$ cat src/rtl/proj_lut_cell_k.sv
// proj_lut_cell_k: K-input LUT cell with optional output flop and serial config chain.
// Define CFG_PARITY_EN to append an even-parity bit to the image and add the ERR state.
module proj_lut_cell_k #(
  parameter int K = 4
) (
  input  logic         clk_i,
  input  logic         rst_i,
  input  logic [K-1:0] x_i,
  input  logic         cfg_en_i,
  input  logic         cfg_value_i,
  output logic         cfg_value_o,
  output logic         cfg_done_o,
  output logic         cfg_err_o,
  output logic         out_o
);

  localparam int LUT_W = 2 ** K;
`ifdef CFG_PARITY_EN
  localparam int CFG_W = LUT_W + 3;
`else
  localparam int CFG_W = LUT_W + 2;
`endif
  localparam int CNT_W = $clog2(CFG_W + 1);
  localparam logic [CNT_W-1:0] CNT_FULL = CNT_W'(CFG_W);
  localparam logic [CNT_W-1:0] CNT_ONE = CNT_W'(1);
  localparam int SEL_B = LUT_W;
  localparam int INIT_B = LUT_W + 1;

  typedef enum logic [1:0] {
    S_UNCONF,
    S_LOAD,
    S_RUN
`ifdef CFG_PARITY_EN
    ,
    S_ERR
`endif
  } state_e;

  state_e           state_q, state_d;
  logic [CFG_W-1:0] cfg_q, cfg_d;
  logic [CNT_W-1:0] cnt_q, cnt_d;
  logic             flop_q, flop_d;

  logic [LUT_W-1:0] table_w;
  logic             lut_w;
  logic             sel_w;
  logic             init_w;
  logic             full_w;
  logic             run_w;

  assign table_w = cfg_q[LUT_W-1:0];
  assign lut_w   = table_w[x_i];
  assign sel_w   = cfg_q[SEL_B];
  assign init_w  = cfg_q[INIT_B];
  assign full_w  = (cnt_q == CNT_FULL);
  assign run_w   = (state_q == S_RUN);

`ifdef CFG_PARITY_EN
  logic img_ok_w;
  assign img_ok_w = ~^cfg_q;
`endif

  // State, image, bit count and output flop registers
  always_ff @(posedge clk_i or posedge rst_i) begin
    if (rst_i) begin
      state_q <= S_UNCONF;
      cfg_q   <= '0;
      cnt_q   <= '0;
      flop_q  <= 1'b0;
    end else begin
      state_q <= state_d;
      cfg_q   <= cfg_d;
      cnt_q   <= cnt_d;
      flop_q  <= flop_d;
    end
  end

  // Shift chain, load/run sequencing and flop update
  always_comb begin
    state_d = state_q;
    cfg_d   = cfg_q;
    cnt_d   = cnt_q;
    flop_d  = flop_q;

    if (cfg_en_i) begin
      cfg_d = {cfg_value_i, cfg_q[CFG_W-1:1]};
    end

    unique case (state_q)
      S_UNCONF: begin
        if (cfg_en_i) begin
          state_d = S_LOAD;
          cnt_d   = CNT_ONE;
        end
      end
      S_LOAD: begin
        if (cfg_en_i) begin
          if (!full_w) begin
            cnt_d = cnt_q + CNT_ONE;
          end
        end else if (full_w) begin
`ifdef CFG_PARITY_EN
          state_d = img_ok_w ? S_RUN : S_ERR;
`else
          state_d = S_RUN;
`endif
          flop_d  = init_w;
        end
      end
      S_RUN: begin
        if (cfg_en_i) begin
          state_d = S_LOAD;
          cnt_d   = CNT_ONE;
        end else begin
          flop_d = lut_w;
        end
      end
`ifdef CFG_PARITY_EN
      S_ERR: begin
        if (cfg_en_i) begin
          state_d = S_LOAD;
          cnt_d   = CNT_ONE;
        end
      end
`endif
      default: begin
        state_d = S_UNCONF;
      end
    endcase
  end

  assign cfg_value_o = cfg_q[0];
  assign cfg_done_o  = run_w;
`ifdef CFG_PARITY_EN
  assign cfg_err_o   = (state_q == S_ERR);
`else
  assign cfg_err_o   = 1'b0;
`endif
  assign out_o       = run_w & (sel_w ? flop_q : lut_w);

endmodule

$ cat config.mk
export PLATFORM = sky130hd
export DESIGN_NAME = proj_lut_cell_k
export DESIGN_NICKNAME = d
export VERILOG_FILES = /design/src/rtl/proj_lut_cell_k.sv
export SDC_FILE = /design/constraint.sdc
export NUM_CORES = 1
export LEC_CHECK = 0
export BUFFER_PORTS_ARGS = -buffer_cell sky130_fd_sc_hd__buf_2
export CORE_MARGIN = 8
export CORE_UTILIZATION = 54
export DETAILED_ROUTE_END_ITERATION = 8
export MAX_ROUTING_LAYER = met4
export PLACE_DENSITY = 0.71
export REMOVE_ABC_BUFFERS = 1
export SLEW_MARGIN = 30
export SYNTH_ARGS = -nofsm -noshare
export SYNTH_HDL_FRONTEND = slang
export SYNTH_SLANG_ARGS = --single-unit
$ cat constraint.sdc
create_clock -name clk_i -period 2.6 [get_ports clk_i]
set_input_delay 0.78 -clock clk_i [delete_from_list [all_inputs] [get_ports clk_i]]
set_output_delay 0.78 -clock clk_i [all_outputs]
set_load 0.005 [all_outputs]
==> results of run 1 <==
kinds of logic (layout without fill, tap and decap cells):
| logic type | after synthesis | in the layout | share of synthesized area |
|---|---|---|---|
| other cells | 1 | 1 | 0.00300 |
| simple gates | 18 | 18 | 0.0840 |
| fa+ha+maj | 2 | 2 | 0.0200 |
| buf+inv | 9 | 22 | 0.0300 |
| mux | 23 | 23 | 0.248 |
| xor+xnor | 4 | 4 | 0.0280 |
| compound gates | 11 | 11 | 0.0670 |
| flops | 26 | 26 | 0.520 |
cell usage in the layout (no fill, tap or decap), drive strengths merged:
master,n
a211o,1
a21boi,1
a21oi,1
a22o,1
a22oi,2
a31oi,2
and2,1
and2b,1
and3b,1
and4bb,1
buf,13
clkbuf,3
conb,1
dfrtp,26
ha,2
inv,6
mux2,18
mux2i,1
mux4,4
nand2,1
nand3,3
nand3b,1
nor2,6
nor2b,1
nor3,1
nor4b,1
o21a,1
o21ai,1
o22a,1
xnor2,2
xor2,2
layer usage:
layer | track usage | routed length [microns]
met5 | - | 0
met4 | 0.0409 | 34
met1 | 0.109 | 880
met2 | 0.201 | 1100
met3 | 0.0226 | 55
power by group through the flow:
stage / sequential (mW) / clock (mW) / combinational, mW
finish: 0.698 / 0.172 / 0.372
global placement: 0.700 / 0 / 0.352
global route: 0.721 / 0.186 / 0.417
detailed placement: 0.704 / 0 / 0.366
CTS: 0.695 / 0.174 / 0.375
floorplan: 0.659 / 0 / 0.301
registers in the layout, indices dropped and copies added (netlist names):
register / cells
flop_q: 1
cnt_q: 5
cfg_q: 18
state_q: 2
final timing paths:
kind | startpoint | end | cells after the start | slack, ns
worst min register to register | cfg_q[11]$_DFFE_PP0P_ | cfg_q[11]$_DFFE_PP0P_ | 1 | 0.54
worst max register to register | cnt_q[0]$_DFFE_PP0P_ | cnt_q[1]$_DFFE_PP0P_ | 6 | 0.95
worst max-delay path | x_i[0] | out_o | 6 | -0.13
worst min-delay path | rst_i | cfg_q[8]$_DFFE_PP0P_ | 3 | 0.48
max in group asynchronous | rst_i | cfg_q[9]$_DFFE_PP0P_ | 3 | 1.88
min in group clk_i | cfg_q[11]$_DFFE_PP0P_ | cfg_q[11]$_DFFE_PP0P_ | 1 | 0.54
repair_timing:
item	in CTS	in global routing
setup buffers	1	0
pin swaps	2	3
setup endpoints to repair	1	1
resized for setup	3	1
endpoints found under the hold margin	0	0
synth_stat cells, drive strengths merged:
master / count / area [sq um]
mux4: 4 / 97.6
dfrtp: 26 / 651
a21boi: 1 / 7.51
nor2: 6 / 22.5
nor4b: 1 / 8.76
and4bb: 1 / 12.5
xnor2: 2 / 17.5
ha: 2 / 25.0
mux2i: 1 / 10.0
buf: 3 / 15.0
nor3: 1 / 5.00
o21ai: 1 / 5.00
and2: 1 / 6.26
nor2b: 1 / 6.26
and3b: 1 / 8.76
inv: 6 / 22.5
a22oi: 2 / 20.0
o21a: 1 / 7.51
and2b: 1 / 8.76
a31oi: 2 / 12.5
nand2: 1 / 3.75
xor2: 2 / 17.5
a21oi: 1 / 5.00
mux2: 18 / 203
nand3: 3 / 15.0
a22o: 1 / 8.76
conb: 1 / 3.75
a211o: 1 / 8.76
o22a: 1 / 8.76
nand3b: 1 / 7.51
worst max-delay path: stages:
cell	delay, ns
buf_8	0.09
mux4_2	0.50
a22oi_2	0.19
a31oi_1	0.10
o21a_1	0.17
buf_2	0.12
layout make-up:
| cell class | instances | area (sq um) | area share |
|---|---|---|---|
| Clock buffer | 3 | 22.5 | 0.0164 |
| Timing Repair Buffer | 13 | 82.6 | 0.0602 |
| Inverter | 6 | 22.5 | 0.0164 |
| Tap cell | 28 | 35.0 | 0.0255 |
| Multi-Input combinational cell | 59 | 559 | 0.407 |
| Sequential cell | 26 | 651 | 0.474 |
==> results.py, run 1 <==
metrics = {
    "routing": {
        "final_antenna_net_count": 0,
        "drtIter0Drc": 27,
        "route.detailed.drc": 0,
        "wl_mm": 2.07,
        "dr.pass1.iters": 2,
        "post_drt_via_cell_ratio": 5.56,
        "avgRoutedWirePerCell_microns": 15.3,
        "vias": 751,
    },
    "power": {
        "power_density_nw_per_um2": 905,
        "p_comb_frac": 0.300,
        "intPower_uw": 856,
        "total_power_mw": 1.24,
        "p_clk_frac": 0.138,
        "switching_share": 0.311,
        "switchingPower_uw": 386,
        "max-vdd-ir-drop_uv": 453,
        "p_seq_frac": 0.562,
        "p_leak_nw": 0.626,
    },
    "layout": {
        "syn_to_final_growth_pct": 9.70,
        "nets": 119,
        "fin_util": 0.620,
        "fillCellCount": 187,
        "fin_cells": 135,
        "finalInstanceArea_sq_um": 1370,
        "layout-drive-gt1-share": 0.374,
        "n_antenna_cell": 0,
    },
    "grt": {
        "antenna_found_initial": 0,
        "grt_pass1_vias": 858,
        "grt_usage": 0.109,
        "grt_pass1_wl_mm": 3.56,
        "grt.overflow.total": 0,
        "grt_max_degree": 27,
    },
    "clock_network": {
        "cts_max_level": 1,
        "ctsHoldBuffers": 0,
        "cts_tree": "yes",
        "path_clk_slew_ns": 0.14,
        "cts_buffer_depth": 2,
        "clk_latency_ns": 0.32,
        "cts_buffers": 3,
        "clkSinkCount": 26,
        "cts-root-buf": "clkbuf_4",
    },
    "placed_design": {
        "portBuffers": 10,
        "dp_slack_ns": -0.197,
        "gp_congestion": 0.762,
        "placed_cell_area_sq_um": 1340,
        "hpwl_mm": 1.52,
        "dp.cells": 131,
    },
    "timing": {
        "hold_violations": 0,
        "fin_hold_ws_ns": 0.481,
        "finClkSkew_ns": 0.00593,
        "slew_violations": 0,
        "max_freq_ghz": 0.366,
        "grt_setup_unrepaired": "true",
        "finalCritPeriodShare": 1.05,
        "setup_viol": 1,
        "worst_slack_ns": -0.132,
        "tns_ns": -0.132,
        "fin_crit_ns": 2.73,
    },
    "outcome": {
        "status": "finished with violations",
        "violations": "setup timing",
    },
    "die": {
        "ios": 12,
        "core_area_sq_um": 2210,
        "die_h_microns": 64.1,
        "start_util": 0.566,
        "dieArea_sq_um": 4110,
        "row_count": 17,
        "die_width_microns": 64.1,
    },
    "worst_hold_path": {
        "hold_path_class": "primary input to async pin",
    },
    "worst_setup_path": {
        "setup.worst_path.class": "primary input to output port",
        "crit_path_start_kind": "primary input",
        "path_max_fanout": 4,
        "critPathArrivalTime_ns": 1.95,
        "endpoint_kind": "output port",
        "cp.required_ns": 1.82,
    },
    "logic_synthesis": {
        "syn_area_sq_um": 1250,
        "synth.avg_cell_area_sq_um": 13.3,
        "synth-seq-area-share": 0.520,
        "synth-seq-cells": 26,
        "synth.distinct_cells": 33,
        "ys.warnings.count": 0,
        "synth_cells": 94,
    },
    "flow_run": {
        "drv_cap": 0,
    },
}
No activity file was read; power rests on OpenSTA's default activity.
==> run 2, diff against run 1 <==
--- a/config.mk
+++ b/config.mk
@@ -10,7 +10,7 @@
 export CORE_UTILIZATION = 54
 export DETAILED_ROUTE_END_ITERATION = 8
 export MAX_ROUTING_LAYER = met4
-export PLACE_DENSITY = 0.71
+export PLACE_DENSITY = 0.81
 export REMOVE_ABC_BUFFERS = 1
 export SLEW_MARGIN = 30
 export SYNTH_ARGS = -nofsm -noshare
==> run 2 against run 1 <==
  * The run still ends with setup timing left
  * Clock skew is essentially flat
  * Non-clock buffer count is 1 lower
  * Largest cell class unchanged
  * Worst hold slack better by 0.0065 ns
  * Clock-buffer cell count rose by 1
  * Worst setup slack improved by 0.0052 ns
  * Sequential share of layout area shrank 0.34 points
  * Flip-flop and latch count unchanged
  * Clock power rose by 16%
  * Sequential power about the same
  * Utilization rose by 0.45 points
  * Power up 2.0%
==> results.py, run 2 (synthesis results as in run 1) <==
metrics = {
    "outcome": {
        "status": "finished with violations",
        "violations": "setup timing",
    },
    "timing": {
        "max_freq_ghz": 0.367,
        "finClkSkew_ns": 0.00552,
        "fin_hold_ws_ns": 0.487,
        "worst_slack_ns": -0.126,
        "hold_violations": 0,
        "fin_crit_ns": 2.73,
        "slew_violations": 0,
        "setup_viol": 1,
        "finalCritPeriodShare": 1.05,
        "grt_setup_unrepaired": "true",
        "tns_ns": -0.126,
    },
    "clock_network": {
        "path_clk_slew_ns": 0.13,
        "cts_max_level": 1,
        "cts-root-buf": "clkbuf_4",
        "clk_latency_ns": 0.32,
        "cts_buffers": 3,
        "cts_tree": "yes",
        "post_cts_buffers": 0,
        "ctsHoldBuffers": 0,
        "clkSinkCount": 26,
        "cts_buffer_depth": 2,
    },
    "grt": {
        "antenna_found_initial": 0,
        "grt_pass1_vias": 814,
        "grt_max_degree": 27,
        "grt_usage": 0.113,
        "grt.overflow.total": 0,
        "grt_pass1_wl_mm": 3.63,
    },
    "worst_setup_path": {
        "r2r_slack_ns": 0.91,
        "setup.worst_path.class": "primary input to output port",
        "endpoint_kind": "output port",
        "critPathArrivalTime_ns": 1.95,
        "ff2ff_path_depth": 6,
        "crit_start": "x_i[0]",
        "crit_path_end": "out_o",
        "crit_path_start_kind": "primary input",
        "path_max_fanout": 4,
        "reg2reg_from": "cnt_q[0]$_DFFE_PP0P_",
        "r2r-end": "cnt_q[1]$_DFFE_PP0P_",
        "cp.required_ns": 1.82,
    },
    "layout": {
        "layout_commonest_cell": "dfrtp_1",
        "syn_to_final_growth_pct": 10.5,
        "fillCellCount": 180,
        "nets": 118,
        "largest_register_ffs": 18,
        "n_antenna_cell": 0,
        "regMostFlops": "cfg_q",
        "top_regs": "cfg_q: 18 flops, cnt_q: 5 flops, state_q: 2 flops",
        "fin_util": 0.625,
        "layout-drive-gt1-share": 0.364,
        "layout_common_cells": "dfrtp_1 (26), mux2_2 (18), buf_2 (9)",
    },
    "routing": {
        "route.detailed.drc": 0,
        "wl_mm": 2.16,
        "post_drt_via_cell_ratio": 5.64,
        "vias": 761,
        "drtIter0Drc": 17,
        "final_antenna_net_count": 0,
        "dr.pass1.iters": 4,
        "avgRoutedWirePerCell_microns": 16.0,
    },
    "placed_design": {
        "gp_congestion": 0.768,
        "portBuffers": 10,
        "hpwl_mm": 1.56,
        "dp_slack_ns": -0.206,
    },
    "power": {
        "total_power_mw": 1.27,
        "max-vdd-ir-drop_uv": 541,
        "power_density_nw_per_um2": 916,
        "p_leak_nw": 0.634,
    },
    "die": {
        "core_area_sq_um": 2210,
        "die_width_microns": 64.1,
        "row_count": 17,
        "die_h_microns": 64.1,
        "dieArea_sq_um": 4110,
        "ios": 12,
        "start_util": 0.566,
    },
    "worst_hold_path": {
        "hold_path_class": "primary input to async pin",
    },
    "flow_run": {
        "drv_cap": 0,
    },
}
==> run 2: what timing repair did <==
item	4_1_cts	5_1_grt
gates resized for setup	3	0
endpoints found under the setup margin	1	1
pin swaps	2	2
==> run 2: where the power goes <==
| part | leakage, nW | switching [mW] | internal, mW |
|---|---|---|---|
| clock | 0.0210 | 0.114 | 0.0856 |
| combinational | 0.303 | 0.140 | 0.231 |
| sequential | 0.310 | 0.132 | 0.565 |
| total | 0.634 | 0.385 | 0.882 |
==> run 2: final cells by class <==
type                       count  area [sq um]  share of cell area
inverter                       6          22.5              0.0163
timing repair buffer          12          75.1              0.0543
sequential                    26           651               0.471
multi-input combinational     59           563               0.407
tap                           28          35.0              0.0253
clock buffer                   4          36.3              0.0262
==> run 2: metrics by stage <==
step	cell area (sq um)	instances
after floorplan	1240	91
after global placement	1340	131
after detailed placement	1340	131
after CTS	1380	135
after global routing	1380	135
final	1380	135
==> run 2: critical path: stages <==
cell and delay (ns):
buf_8 0.09, mux4_2 0.50, a22oi_2 0.18, a31oi_1 0.11, o21a_1 0.17, buf_2 0.12
==> run 2: worst min path at each step <==
stage | cells after the start | slack [ns] | to
2_1_floorplan | 1 | 0.47 | flop_q$_DFFE_PP0P_
3_3_place_gp | 1 | 0.49 | flop_q$_DFFE_PP0P_
3_5_place_dp | 1 | 0.50 | flop_q$_DFFE_PP0P_
4_1_cts | 3 | 0.49 | cnt_q[4]$_DFFE_PP0P_
5_1_grt | 3 | 0.51 | cnt_q[2]$_DFFE_PP0P_
6_report | 3 | 0.49 | cfg_q[9]$_DFFE_PP0P_
==> run 2: per-layer routing <==
layer  vias to the layer above  global-route usage  routed length [microns]  part of all wire
met3                         4              0.0261                       56             0.026
li1                        364                   -                        -                 -
met5                         -                   -                        0                 0
met2                        11               0.199                     1120              0.52
met1                       382               0.119                      943              0.44
met4                         0              0.0490                       36             0.017
==> run 3, diff against run 2 <==
--- a/config.mk
+++ b/config.mk
@@ -6,7 +6,7 @@
 export NUM_CORES = 1
 export LEC_CHECK = 0
 export BUFFER_PORTS_ARGS = -buffer_cell sky130_fd_sc_hd__buf_2
-export CORE_MARGIN = 8
+export CORE_ASPECT_RATIO = 1.5
 export CORE_UTILIZATION = 54
 export DETAILED_ROUTE_END_ITERATION = 8
 export MAX_ROUTING_LAYER = met4
==> constraint.sdc (replaced) <==
create_clock -name clk_i -period 3.2 [get_ports clk_i]
set_input_delay 0.96 -clock clk_i [delete_from_list [all_inputs] [get_ports clk_i]]
set_output_delay 0.96 -clock clk_i [all_outputs]
set_load 0.005 [all_outputs]
==> run 3 against run 2 <==
  * The run now ends clean
  * Non-clock buffer count is 2 lower
  * Die area shrank 39%
  * Worst setup slack improved by 0.18 ns
  * First-iteration DRC count grew 24%
  * Power shrank 21%
  * Critical path depth stayed put
  * Global-route usage grew 9.3 points
  * Clock skew is 0.0094 ns higher
  * Utilization decreased by 1.4 points
  * Flip-flop and latch count is the same
  * Largest cell class unchanged
==> results.py, run 3 (synthesis results as in run 1) <==
metrics = {
    "outcome": {
        "status": "finished, final reports clean",
    },
    "power": {
        "p_leak_nw": 0.616,
        "total_power_uw": 1000,
        "max-vdd-ir-drop_uv": 408,
        "power_density_nw_per_um2": 742,
    },
    "routing": {
        "post_drt_via_cell_ratio": 6.02,
        "avgRoutedWirePerCell_microns": 16.6,
        "final_antenna_net_count": 0,
        "dr.pass1.iters": 4,
        "wl_mm": 2.11,
        "vias": 765,
        "drtIter0Drc": 21,
        "route.detailed.drc": 0,
    },
    "clock_network": {
        "clk_latency_ns": 0.31,
        "cts_tree": "yes",
        "cts_buffer_depth": 2,
        "cts-root-buf": "clkbuf_4",
        "cts_max_level": 1,
        "cts_buffers": 3,
        "post_cts_buffers": 0,
        "clkSinkCount": 26,
        "path_clk_slew_ns": 0.13,
    },
    "worst_setup_path": {
        "ff2ff_path_depth": 6,
        "r2r_slack_ns": 1.45,
        "cpPeakStageDelay_ns": 0.51,
        "crit_buf_inv": 2,
        "cp.required_ns": 2.24,
        "endpoint_kind": "output port",
        "cpMaxStageDelayCell": "mux4_2",
        "worst-path-stages": 6,
        "r2r-end": "cnt_q[1]$_DFFE_PP0P_",
        "setup.worst_path.class": "primary input to output port",
        "path_max_fanout": 4,
        "critPathArrivalTime_ns": 2.18,
        "crit_path_start_kind": "primary input",
        "reg2reg_from": "cnt_q[0]$_DFFE_PP0P_",
        "cp_cell_sequence": "buf_8 -> mux4_2 -> a22oi_2 -> a31oi_1 -> o21a_1 -> buf_2",
        "cp_top_family": "multiplexers",
        "crit_start": "x_i[0]",
        "crit_path_end": "out_o",
    },
    "layout": {
        "layout-drive-gt1-share": 0.356,
        "n_antenna_cell": 0,
        "fin_cells": 127,
        "largest_register_ffs": 18,
        "layout_common_cells": "dfrtp_1 (26), mux2_2 (18), buf_2 (9)",
        "nets": 116,
        "fillCellCount": 188,
        "top_regs": "cfg_q: 18 flops, cnt_q: 5 flops, state_q: 2 flops",
        "syn_to_final_growth_pct": 7.70,
        "layout_commonest_cell": "dfrtp_1",
        "regMostFlops": "cfg_q",
    },
    "flow_run": {
        "drv_cap": 0,
    },
    "timing": {
        "slew_violations": 0,
        "worst_pin_slew_ns": 0.529,
        "setup_viol": 0,
        "grt_setup_unrepaired": "true",
        "finClkSkew_ns": 0.0149,
        "maxSlewHeadroom": 0.647,
        "max_freq_ghz": 0.318,
        "fin_crit_ns": 3.14,
        "fin_hold_ws_ns": 0.534,
        "finalCritPeriodShare": 0.983,
        "hold_violations": 0,
    },
    "grt": {
        "grt.overflow.total": 0,
        "grt_usage": 0.206,
        "grt_pass1_vias": 722,
        "antenna_found_initial": 0,
        "grt_max_degree": 27,
        "grt_pass1_wl_mm": 3.33,
    },
    "placed_design": {
        "dp.cells": 124,
        "portBuffers": 10,
        "hpwl_mm": 1.60,
        "gp_congestion": 0.772,
    },
    "die": {
        "core_area_sq_um": 2210,
        "die_width_microns": 41.3,
        "die_h_microns": 61.0,
        "row_count": 21,
        "start_util": 0.567,
        "ios": 12,
        "dieArea_sq_um": 2520,
    },
    "worst_hold_path": {
        "hp-start": "flop_q$_DFFE_PP0P_",
        "hold_path_class": "register to register",
        "holdPathStages": 1,
    },
}
[run 3: changes by cell type in the layout (fill, tap and decap cells not counted)]
cell      previous run  this run
inv_1                6         5
inv_2                0         1
clkbuf_8             1         0
buf_4                2         0
[run 3: power by group]
group / internal (mW) / switching (mW) / total (mW) / leakage (nW)
logic: 0.187 / 0.117 / 0.304 / 0.293
registers: 0.459 / 0.109 / 0.568 / 0.310
clock network: 0.0438 / 0.0840 / 0.128 / 0.0138
[run 3: worst min-delay path by stage]
stage	endpoint	slack, ns
floorplan	flop_q$_DFFE_PP0P_	0.47
global placement	flop_q$_DFFE_PP0P_	0.49
detailed placement	flop_q$_DFFE_PP0P_	0.51
CTS	flop_q$_DFFE_PP0P_	0.54
global route	cfg_q[10]$_DFFE_PP0P_	0.56
finish	flop_q$_DFFE_PP0P_	0.53
[run 3: area by class of cell]
| cell class | instances | area (sq um) | share of cell area |
|---|---|---|---|
| Clock buffer | 3 | 22.5 | 0.0167 |
| Inverter | 6 | 22.5 | 0.0167 |
| Multi-Input combinational cell | 59 | 563 | 0.418 |
| Sequential cell | 26 | 651 | 0.483 |
| Tap cell | 23 | 28.8 | 0.0214 |
| Timing Repair Buffer | 10 | 60.1 | 0.0446 |
[run 3: metal layers]
metal  part of all wire  track usage
met5                  0            -
met1               0.41        0.239
met4             0.0066       0.0691
met3              0.027       0.0220
met2               0.56        0.355
[run 3: through the flow]
step / TNS (ns) / utilization / worst slack (ns) / cell area [sq um]
6_report: 0 / 0.611 / 0.0551 / 1350
5_1_grt: -0.00205 / 0.611 / -0.00205 / 1350
4_1_cts: 0 / 0.607 / 0.0415 / 1340
3_5_place_dp: -0.00158 / 0.596 / -0.00158 / 1320
3_3_place_gp: 0 / 0.596 / 0.0449 / 1320
2_1_floorplan: 0 / - / 0.360 / 1240
[run 3: what timing repair did]
item / in CTS / in global routing
hold buffers: 0 / 0
pin swaps: 0 / 2
gates resized for setup: 1 / 2
endpoints found under the setup margin: 1 / 1
